--- config.mk ---
export PLATFORM = sky130hd
export DESIGN_NAME = ml_spi_cmd_decoder
export DESIGN_NICKNAME = d
export VERILOG_FILES = /design/src/rtl/ml_spi_pkg.sv /design/src/rtl/ml_spi_cmd_decoder_queue.sv /design/src/rtl/ml_spi_cmd_decoder.sv
export SDC_FILE = /design/constraint.sdc
export NUM_CORES = 1
export LEC_CHECK = 0
export CAP_MARGIN = 20
export CORE_MARGIN = 1.5
export CORE_UTILIZATION = 30
export DETAILED_ROUTE_END_ITERATION = 16
export HOLD_SLACK_MARGIN = 0.15
export PLACE_DENSITY = 0.6
export SYNTH_ARGS = -nofsm -noshare
export SYNTH_HDL_FRONTEND = slang
export SYNTH_SLANG_ARGS = --single-unit
export TNS_END_PERCENT = 1
--- constraint.sdc ---
create_clock -name clk -period 8.3 [get_ports clk]
set_input_delay 1.245 -clock clk [delete_from_list [all_inputs] [get_ports clk]]
set_output_delay 1.245 -clock clk [all_outputs]
set_load 0.05 [all_outputs]
--- src/rtl/ml_spi_pkg.sv ---
// ml_spi_pkg: shared constants, state type and helpers for the SPI command
// decoder of the ML model harness.
//   - opcode constants for the four supported commands
//   - frame length and the byte count at which a frame is evaluated
//   - decoder state enum
//   - bit positions inside the STATUS reply byte
//   - checksum and status-byte helper functions
package ml_spi_pkg;

   localparam logic [7:0] OP_WRITE  = 8'h01;
   localparam logic [7:0] OP_START  = 8'h02;
   localparam logic [7:0] OP_READ   = 8'h03;
   localparam logic [7:0] OP_STATUS = 8'h04;

   localparam int         FRAME_LEN = 7;
   // Count value at which the next received byte is the checksum byte
   localparam logic [2:0] CHK_POS   = 3'(FRAME_LEN - 1);

   typedef enum logic [1:0] {
      IDLE = 2'd0,
      RECV = 2'd1,
      RESP = 2'd2
   } state_t;

   localparam int ST_BUSY  = 7;
   localparam int ST_VALID = 6;
   localparam int ST_ABORT = 2;
   localparam int ST_CHK   = 1;
   localparam int ST_CMD   = 0;

   // Running frame checksum: plain XOR of every byte seen so far
   function automatic logic [7:0] chk_accum(input logic [7:0] acc, input logic [7:0] b);
      return acc ^ b;
   endfunction

   // Assemble the STATUS reply byte from the live and sticky flags
   function automatic logic [7:0] status_byte(input logic busy, input logic valid,
                                              input logic err_abort, input logic err_chk,
                                              input logic err_cmd);
      logic [7:0] s;
      s           = 8'h00;
      s[ST_BUSY]  = busy;
      s[ST_VALID] = valid;
      s[ST_ABORT] = err_abort;
      s[ST_CHK]   = err_chk;
      s[ST_CMD]   = err_cmd;
      return s;
   endfunction

endpackage

--- src/rtl/ml_spi_cmd_decoder_queue.sv ---
// ml_resp_queue: up to 4-byte reply queue replayed least-significant byte first.
//   clk, rst     : clock, async active-high reset
//   i_flush      : drop all queued bytes (highest priority)
//   i_load       : parallel load i_data with i_len valid bytes
//   i_pop        : advance to the next byte
//   o_byte       : byte at the head of the queue
//   o_empty      : no bytes queued
//   o_last       : exactly one byte queued
module ml_resp_queue (
   input  logic        clk,
   input  logic        rst,
   input  logic        i_flush,
   input  logic        i_load,
   input  logic [2:0]  i_len,
   input  logic [31:0] i_data,
   input  logic        i_pop,
   output logic [7:0]  o_byte,
   output logic        o_empty,
   output logic        o_last
);

   logic [31:0] r_data;
   logic [2:0]  r_cnt;

   // Queue storage: shift right one byte per pop so the head is always [7:0]
   always_ff @(posedge clk or posedge rst) begin
      if (rst) begin
         r_data <= 32'h0000_0000;
         r_cnt  <= 3'd0;
      end else if (i_flush) begin
         r_data <= 32'h0000_0000;
         r_cnt  <= 3'd0;
      end else if (i_load) begin
         r_data <= i_data;
         r_cnt  <= i_len;
      end else if (i_pop && (r_cnt != 3'd0)) begin
         r_data <= {8'h00, r_data[31:8]};
         r_cnt  <= r_cnt - 3'd1;
      end else begin
         r_data <= r_data;
         r_cnt  <= r_cnt;
      end
   end

   assign o_byte  = r_data[7:0];
   assign o_empty = (r_cnt == 3'd0);
   assign o_last  = (r_cnt == 3'd1);

endmodule

--- src/rtl/ml_spi_cmd_decoder.sv ---
// ml_spi_cmd_decoder: assembles 7-byte SPI command frames (CMD, ADDR, DATA[4]
// LSB first, CHK = XOR of the first six), executes WRITE/START/READ/STATUS and
// returns one reply byte per received byte, one cycle after it.
//   clk, rst                   : clock, async active-high reset
//   i_rx_dv, i_rx_byte, i_cs_n : received byte stream and chip select
//   o_tx_dv, o_tx_byte         : reply byte for the next SPI transfer
//   o_wr_en, o_wr_addr/data    : register-file write strobe and payload
//   o_start                    : inference start pulse
//   i_busy, i_result_valid, i_result : model status and result word
module ml_spi_cmd_decoder
   import ml_spi_pkg::*;
#(
   parameter int         ADDR_W    = 8,
   parameter logic [7:0] ACK_BYTE  = 8'hAC,
   parameter logic [7:0] NAK_BYTE  = 8'hEE,
   parameter logic [7:0] FILL_BYTE = 8'h00
) (
   input  logic              clk,
   input  logic              rst,
   input  logic              i_rx_dv,
   input  logic [7:0]        i_rx_byte,
   input  logic              i_cs_n,
   output logic              o_tx_dv,
   output logic [7:0]        o_tx_byte,
   output logic              o_wr_en,
   output logic [ADDR_W-1:0] o_wr_addr,
   output logic [31:0]       o_wr_data,
   output logic              o_start,
   input  logic              i_busy,
   input  logic              i_result_valid,
   input  logic [31:0]       i_result
);

   state_t      r_state, w_state_nxt;
   logic [2:0]  r_count;
   logic [7:0]  r_chk, r_cmd, r_addr;
   logic [31:0] r_data;
   logic        r_err_chk, r_err_cmd, r_err_abort;

   logic        w_abort, w_accept, w_eval, w_chk_ok, w_to_resp;
   logic [7:0]  w_tx_byte_nxt;
   logic        w_wr_en_nxt, w_start_nxt;
   logic        w_q_load, w_q_pop, w_q_empty, w_q_last;
   logic [2:0]  w_q_len;
   logic [31:0] w_q_data;
   logic [7:0]  w_q_byte;
   logic        w_set_chk, w_set_cmd, w_set_abort, w_clr_flags;

   // Chip select only aborts an active frame/reply; when it does, a byte in
   // the same cycle is dropped.
   assign w_abort     = i_cs_n && (r_state != IDLE);
   assign w_accept    = i_rx_dv && !w_abort;
   assign w_eval      = w_accept && (r_state == RECV) && (r_count == CHK_POS);
   assign w_chk_ok    = (r_chk == i_rx_byte);
   assign w_to_resp   = w_chk_ok && ((r_cmd == OP_READ) || (r_cmd == OP_STATUS));
   assign w_q_pop     = w_accept && (r_state == RESP);
   assign w_set_abort = w_abort && (r_state == RECV) && (r_count != 3'd0);

   ml_resp_queue u_queue (
      .clk     (clk),
      .rst     (rst),
      .i_flush (w_abort),
      .i_load  (w_q_load),
      .i_len   (w_q_len),
      .i_data  (w_q_data),
      .i_pop   (w_q_pop),
      .o_byte  (w_q_byte),
      .o_empty (w_q_empty),
      .o_last  (w_q_last)
   );

   // State register
   always_ff @(posedge clk or posedge rst) begin
      if (rst) begin
         r_state <= IDLE;
      end else begin
         r_state <= w_state_nxt;
      end
   end

   // Next-state logic
   always_comb begin
      w_state_nxt = r_state;
      case (r_state)
         IDLE: begin
            if (w_accept) w_state_nxt = RECV;
            else          w_state_nxt = IDLE;
         end
         RECV: begin
            if (w_abort)     w_state_nxt = IDLE;
            else if (w_eval) w_state_nxt = w_to_resp ? RESP : IDLE;
            else             w_state_nxt = RECV;
         end
         RESP: begin
            // An empty queue here can only follow corruption; fall back to IDLE
            if (w_abort || w_q_empty)     w_state_nxt = IDLE;
            else if (w_accept && w_q_last) w_state_nxt = IDLE;
            else                           w_state_nxt = RESP;
         end
         default: w_state_nxt = IDLE;
      endcase
   end

   // Output decode: reply byte, action strobes, queue load and flag updates
   always_comb begin
      w_tx_byte_nxt = FILL_BYTE;
      w_wr_en_nxt   = 1'b0;
      w_start_nxt   = 1'b0;
      w_q_load      = 1'b0;
      w_q_len       = 3'd0;
      w_q_data      = 32'h0000_0000;
      w_set_chk     = 1'b0;
      w_set_cmd     = 1'b0;
      w_clr_flags   = 1'b0;
      if (w_eval) begin
         if (!w_chk_ok) begin
            w_tx_byte_nxt = NAK_BYTE;
            w_set_chk     = 1'b1;
         end else begin
            case (r_cmd)
               OP_WRITE: begin
                  w_wr_en_nxt   = 1'b1;
                  w_tx_byte_nxt = ACK_BYTE;
               end
               OP_START: begin
                  if (i_busy) begin
                     w_tx_byte_nxt = NAK_BYTE;
                  end else begin
                     w_start_nxt   = 1'b1;
                     w_tx_byte_nxt = ACK_BYTE;
                  end
               end
               OP_READ: begin
                  w_tx_byte_nxt = ACK_BYTE;
                  w_q_load      = 1'b1;
                  w_q_len       = 3'd4;
                  w_q_data      = i_result;
               end
               OP_STATUS: begin
                  w_tx_byte_nxt = ACK_BYTE;
                  w_q_load      = 1'b1;
                  w_q_len       = 3'd1;
                  w_q_data      = {24'h00_0000, status_byte(i_busy, i_result_valid,
                                     r_err_abort, r_err_chk, r_err_cmd)};
                  w_clr_flags   = 1'b1;
               end
               default: begin
                  w_tx_byte_nxt = NAK_BYTE;
                  w_set_cmd     = 1'b1;
               end
            endcase
         end
      end else if (r_state == RESP) begin
         w_tx_byte_nxt = w_q_byte;
      end else begin
         w_tx_byte_nxt = FILL_BYTE;
      end
   end

   // Frame assembly: byte counter, running checksum, command/address/data capture
   always_ff @(posedge clk or posedge rst) begin
      if (rst) begin
         r_count <= 3'd0;
         r_chk   <= 8'h00;
         r_cmd   <= 8'h00;
         r_addr  <= 8'h00;
         r_data  <= 32'h0000_0000;
      end else if (w_abort) begin
         r_count <= 3'd0;
         r_chk   <= 8'h00;
      end else if (w_accept) begin
         case (r_state)
            IDLE: begin
               r_cmd   <= i_rx_byte;
               r_chk   <= chk_accum(8'h00, i_rx_byte);
               r_count <= 3'd1;
            end
            RECV: begin
               if (w_eval) begin
                  r_count <= 3'd0;
                  r_chk   <= 8'h00;
               end else begin
                  r_count <= r_count + 3'd1;
                  r_chk   <= chk_accum(r_chk, i_rx_byte);
                  // DATA arrives LSB first, so shift each new byte in at the top
                  if (r_count == 3'd1) r_addr <= i_rx_byte;
                  else                 r_data <= {i_rx_byte, r_data[31:8]};
               end
            end
            default: r_count <= r_count;
         endcase
      end else begin
         r_count <= r_count;
      end
   end

   // Sticky error flags: a flag being set wins over a STATUS clear
   always_ff @(posedge clk or posedge rst) begin
      if (rst) begin
         r_err_chk   <= 1'b0;
         r_err_cmd   <= 1'b0;
         r_err_abort <= 1'b0;
      end else begin
         r_err_chk   <= w_set_chk   | (r_err_chk   & ~w_clr_flags);
         r_err_cmd   <= w_set_cmd   | (r_err_cmd   & ~w_clr_flags);
         r_err_abort <= w_set_abort | (r_err_abort & ~w_clr_flags);
      end
   end

   // Registered outputs; write address/data hold between strobes
   always_ff @(posedge clk or posedge rst) begin
      if (rst) begin
         o_tx_dv   <= 1'b0;
         o_tx_byte <= 8'h00;
         o_wr_en   <= 1'b0;
         o_wr_addr <= '0;
         o_wr_data <= 32'h0000_0000;
         o_start   <= 1'b0;
      end else begin
         o_tx_dv <= w_accept;
         o_wr_en <= w_wr_en_nxt;
         o_start <= w_start_nxt;
         if (w_accept) o_tx_byte <= w_tx_byte_nxt;
         if (w_wr_en_nxt) begin
            o_wr_addr <= ADDR_W'(r_addr);
            o_wr_data <= r_data;
         end
      end
   end

endmodule

==> flow_summary.ini <==
[final_layout]
area_growth_pct = 27.09
diodes = 0
drive_gt1_share_pct = 13.92
nFillCells = 2095
layout.nets = 709

[clock_tree]
cts_root_buffer = clkbuf_16
cts_tree = built
cts_setup_buffers = 0
clkLatencyLatePin_ps = 420
cts_resized = 0
htree_num_levels = 4
cts_made_buffers = 17
cts_buffer_depth = 2
clkSlewWorstSetupHoldPaths_ps = 60
cts_hold_buffers = 0
cts_sinks = 150

[logic_synthesis]
synth_cell_types = 45
async_flop_share_pct = 100.0
synth_top_family_by_area = multiplexers
syn_inst = 568
synth_compound_area_share_pct = 12.93
synth_nets = 621
ys_seq_area_share_pct = 57.02
synth_simple_gate_area_share_pct = 10.06
ys_ff_latch = 150
yosysWarningCount = 0
synth_edf_count = 0
synth_mux_area_share_pct = 14.88
syn_area_sq_um = 6583
synth_fa_ha_area_share_pct = 1.331
syn_area_per_cell_sq_um = 11.59
synth-xor-area-share_pct = 1.064
ys.flop_type = dfrtp_1

[setup_path]
path_cells = clkdlybuf4s50_1 > xor2_1 > nor4_2 > nand3_1 > nor4_4 > buf_4 > mux2_2
start_kind = input pin
required_ps = 8600
crit_fanout = 41
path_class = in -> reg
slowest_delay_ps = 580
crit_arrival_ps = 4160
crit_path_end_kind = register
cpMaxStageDelayCell = clkdlybuf4s50_1

[timing]
finalCritPeriodShare_pct = 46.54
grt_setup_unrepaired = no
tightest_slew_ps = 1008
final.setup.tns_ps = 0
setup_viol = 0
clock.fmax_mhz = 258.9
maxSlewViolCount = 0
maxSlewHeadroom_pct = 32.66
hold_slack_ps = 473.3
fin_worst_skew_ps = 10.14
hold_violations = 0
period_needed_ps = 3863

[detailed_routing]
final_antenna_net_count = 0
drc = 0
first_pass_iters = 4
drt-initial-drc-count = 207
avgViaCountPerCell = 4.765
vias = 4517
wl_per_cell_microns = 15.60
totalWireLength_microns = 14790

[floorplanning]
die-area_sq_um = 22840
start_util_pct = 30.35
num_rows = 54
num_io_pins = 97
coreArea_sq_um = 21690
die_w_microns = 151.1
fp.dieH_microns = 151.1

[status]
outcome = completed

[pwr]
p_leak_nw = 3.606
power.density_nw_per_um2 = 229.9
ir_drop_mv = 0.09242

[placement]
port_buffers = 96
dp_hpwl_microns = 10040
gp_congestion = 0.7645

[grt]
grt_pass1_wl_microns = 23960
overflow = 0
antenna_found_initial = 0
grt_max_degree = 92
grt_usage_pct = 13.81
grt_pass1_vias = 4410

[min_path]
min_path_type = reg -> reg

[flow_run]
drv_cap = 0
[power breakdown]
group / leakage (nW) / switching (W) / internal, W
Combinational: 1.36 / 0.000132 / 0.000141
Sequential: 1.98 / 0.0000822 / 0.000851
Clock: 0.260 / 0.000297 / 0.000420
Total: 3.61 / 0.000511 / 0.00141
[worst max-delay path, delay by kind of cell]
kind	cells	cell delay, ps
simple gates	3	1170
buf+inv	2	1100
mux	1	400
xor+xnor	1	240
[final timing paths]
check / startpoint / endpoint / slack (ps) / cells past startpoint
min in group asynchronous: rst / o_tx_byte[4] / 1370 / 2
max in group asynchronous: rst / r_cmd[7] / 5630 / 3
worst min register to register: o_tx_byte[0] / o_tx_byte[0] / 470 / 2
worst max register to register: r_count[0] / o_wr_addr[6] / 5260 / 9
worst min-delay path: o_tx_byte[0] / o_tx_byte[0] / 470 / 2
worst max-delay path: i_rx_byte[2] / o_wr_addr[6] / 4440 / 7
[sequential cells by signal (all words and copies together), names as in the netlist, 2 cells and up]
| signal | cells |
|---|---|
| o_wr_addr | 8 |
| r_state | 2 |
| u_queue.r_cnt | 3 |
| r_addr | 8 |
| o_tx_byte | 8 |
| u_queue.r_data | 32 |
| r_cmd | 8 |
| r_chk | 8 |
| r_data | 32 |
| r_count | 3 |
| o_wr_data | 32 |
[synth_stat cells, drive strengths merged, types with 4 or more instances]
cell type | count | area (sq um)
nand3 | 21 | 105.1
a22o | 6 | 52.55
o21a | 20 | 150.1
xor2 | 8 | 70.07
nor2 | 18 | 67.56
buf | 8 | 47.55
o2bb2ai | 5 | 43.79
a22oi | 6 | 45.04
dfrtp | 150 | 3754
nor4 | 5 | 65.07
clkbuf | 26 | 97.59
nand2b | 4 | 25.02
a32oi | 8 | 70.07
inv | 8 | 30.03
o21ai | 71 | 355.3
nor2b | 6 | 37.54
a21oi | 8 | 40.04
ha | 7 | 87.58
nand2 | 64 | 240.2
mux2 | 87 | 979.7
nor3 | 4 | 20.02
[through the flow]
step	total power (W)	area, sq um	worst slack [ps]	util [%]	std cells
after global placement	0.001216	7810	3690	36.01	916
after CTS	0.001946	8358	3994	38.54	947
after floorplan	0.001125	6583	3019	-	568
after global routing	0.002026	8366	4198	38.57	948
after detailed placement	0.001223	7810	3595	36.01	916
final	0.001923	8366	4437	38.57	948
[metal layers]
metal  share of wire, %  track usage, %  up-vias
met4                1.3           4.806        0
met3                3.4           2.982       12
met2                 49           22.05       76
met5                  0               0        -
li1                   -               -     2195
met1                 47           18.51     2234
[cell usage in the layout (no fill, tap or decap), types with 2 or more instances in the layout]
cell type	synthesis	routed
a211oi_1	2	2
a21o_1	2	2
a21oi_1	8	8
a22o_1	6	6
a22oi_1	6	6
a2bb2oi_1	2	2
a32oi_1	8	8
and2_1	2	2
buf_4	4	6
clkbuf_1	26	3
clkbuf_16	0	17
clkdlybuf4s50_1	0	96
clkinv_2	0	2
clkinv_4	0	2
clkinvlp_4	0	3
dfrtp_1	150	150
ha_1	7	7
inv_1	8	7
inv_6	0	3
mux2_1	39	39
mux2_2	48	48
nand2_1	64	64
nand2b_1	4	4
nand3_1	21	20
nand4_1	3	3
nor2_1	18	18
nor2b_1	6	6
nor3_1	4	4
nor4_2	3	3
o21a_1	20	20
o21ai_0	66	66
o21ai_1	5	5
o2bb2ai_1	5	5
or2_2	2	2
or3_1	3	3
xor2_1	8	8
[area by class of cell]
cell class                      instances  area (sq um)  share of cell area [%]
Clock buffer                           21         450.4                   5.384
Sequential cell                       150          3754                   44.87
Inverter                                9         38.79                  0.4637
Tap cell                              280         350.3                   4.188
Timing Repair Buffer                  103          1013                   12.11
Multi-Input combinational cell        375          2661                   31.81
Clock inverter                         10         97.59                   1.167
[kinds of logic after synthesis]
family / Yosys count
compound gates: 136
fa+ha+maj: 7
buf+inv: 43
mux: 87
xor+xnor: 8
flops: 150
simple gates: 137
Note: power is estimated with default switching activity, not from simulation.
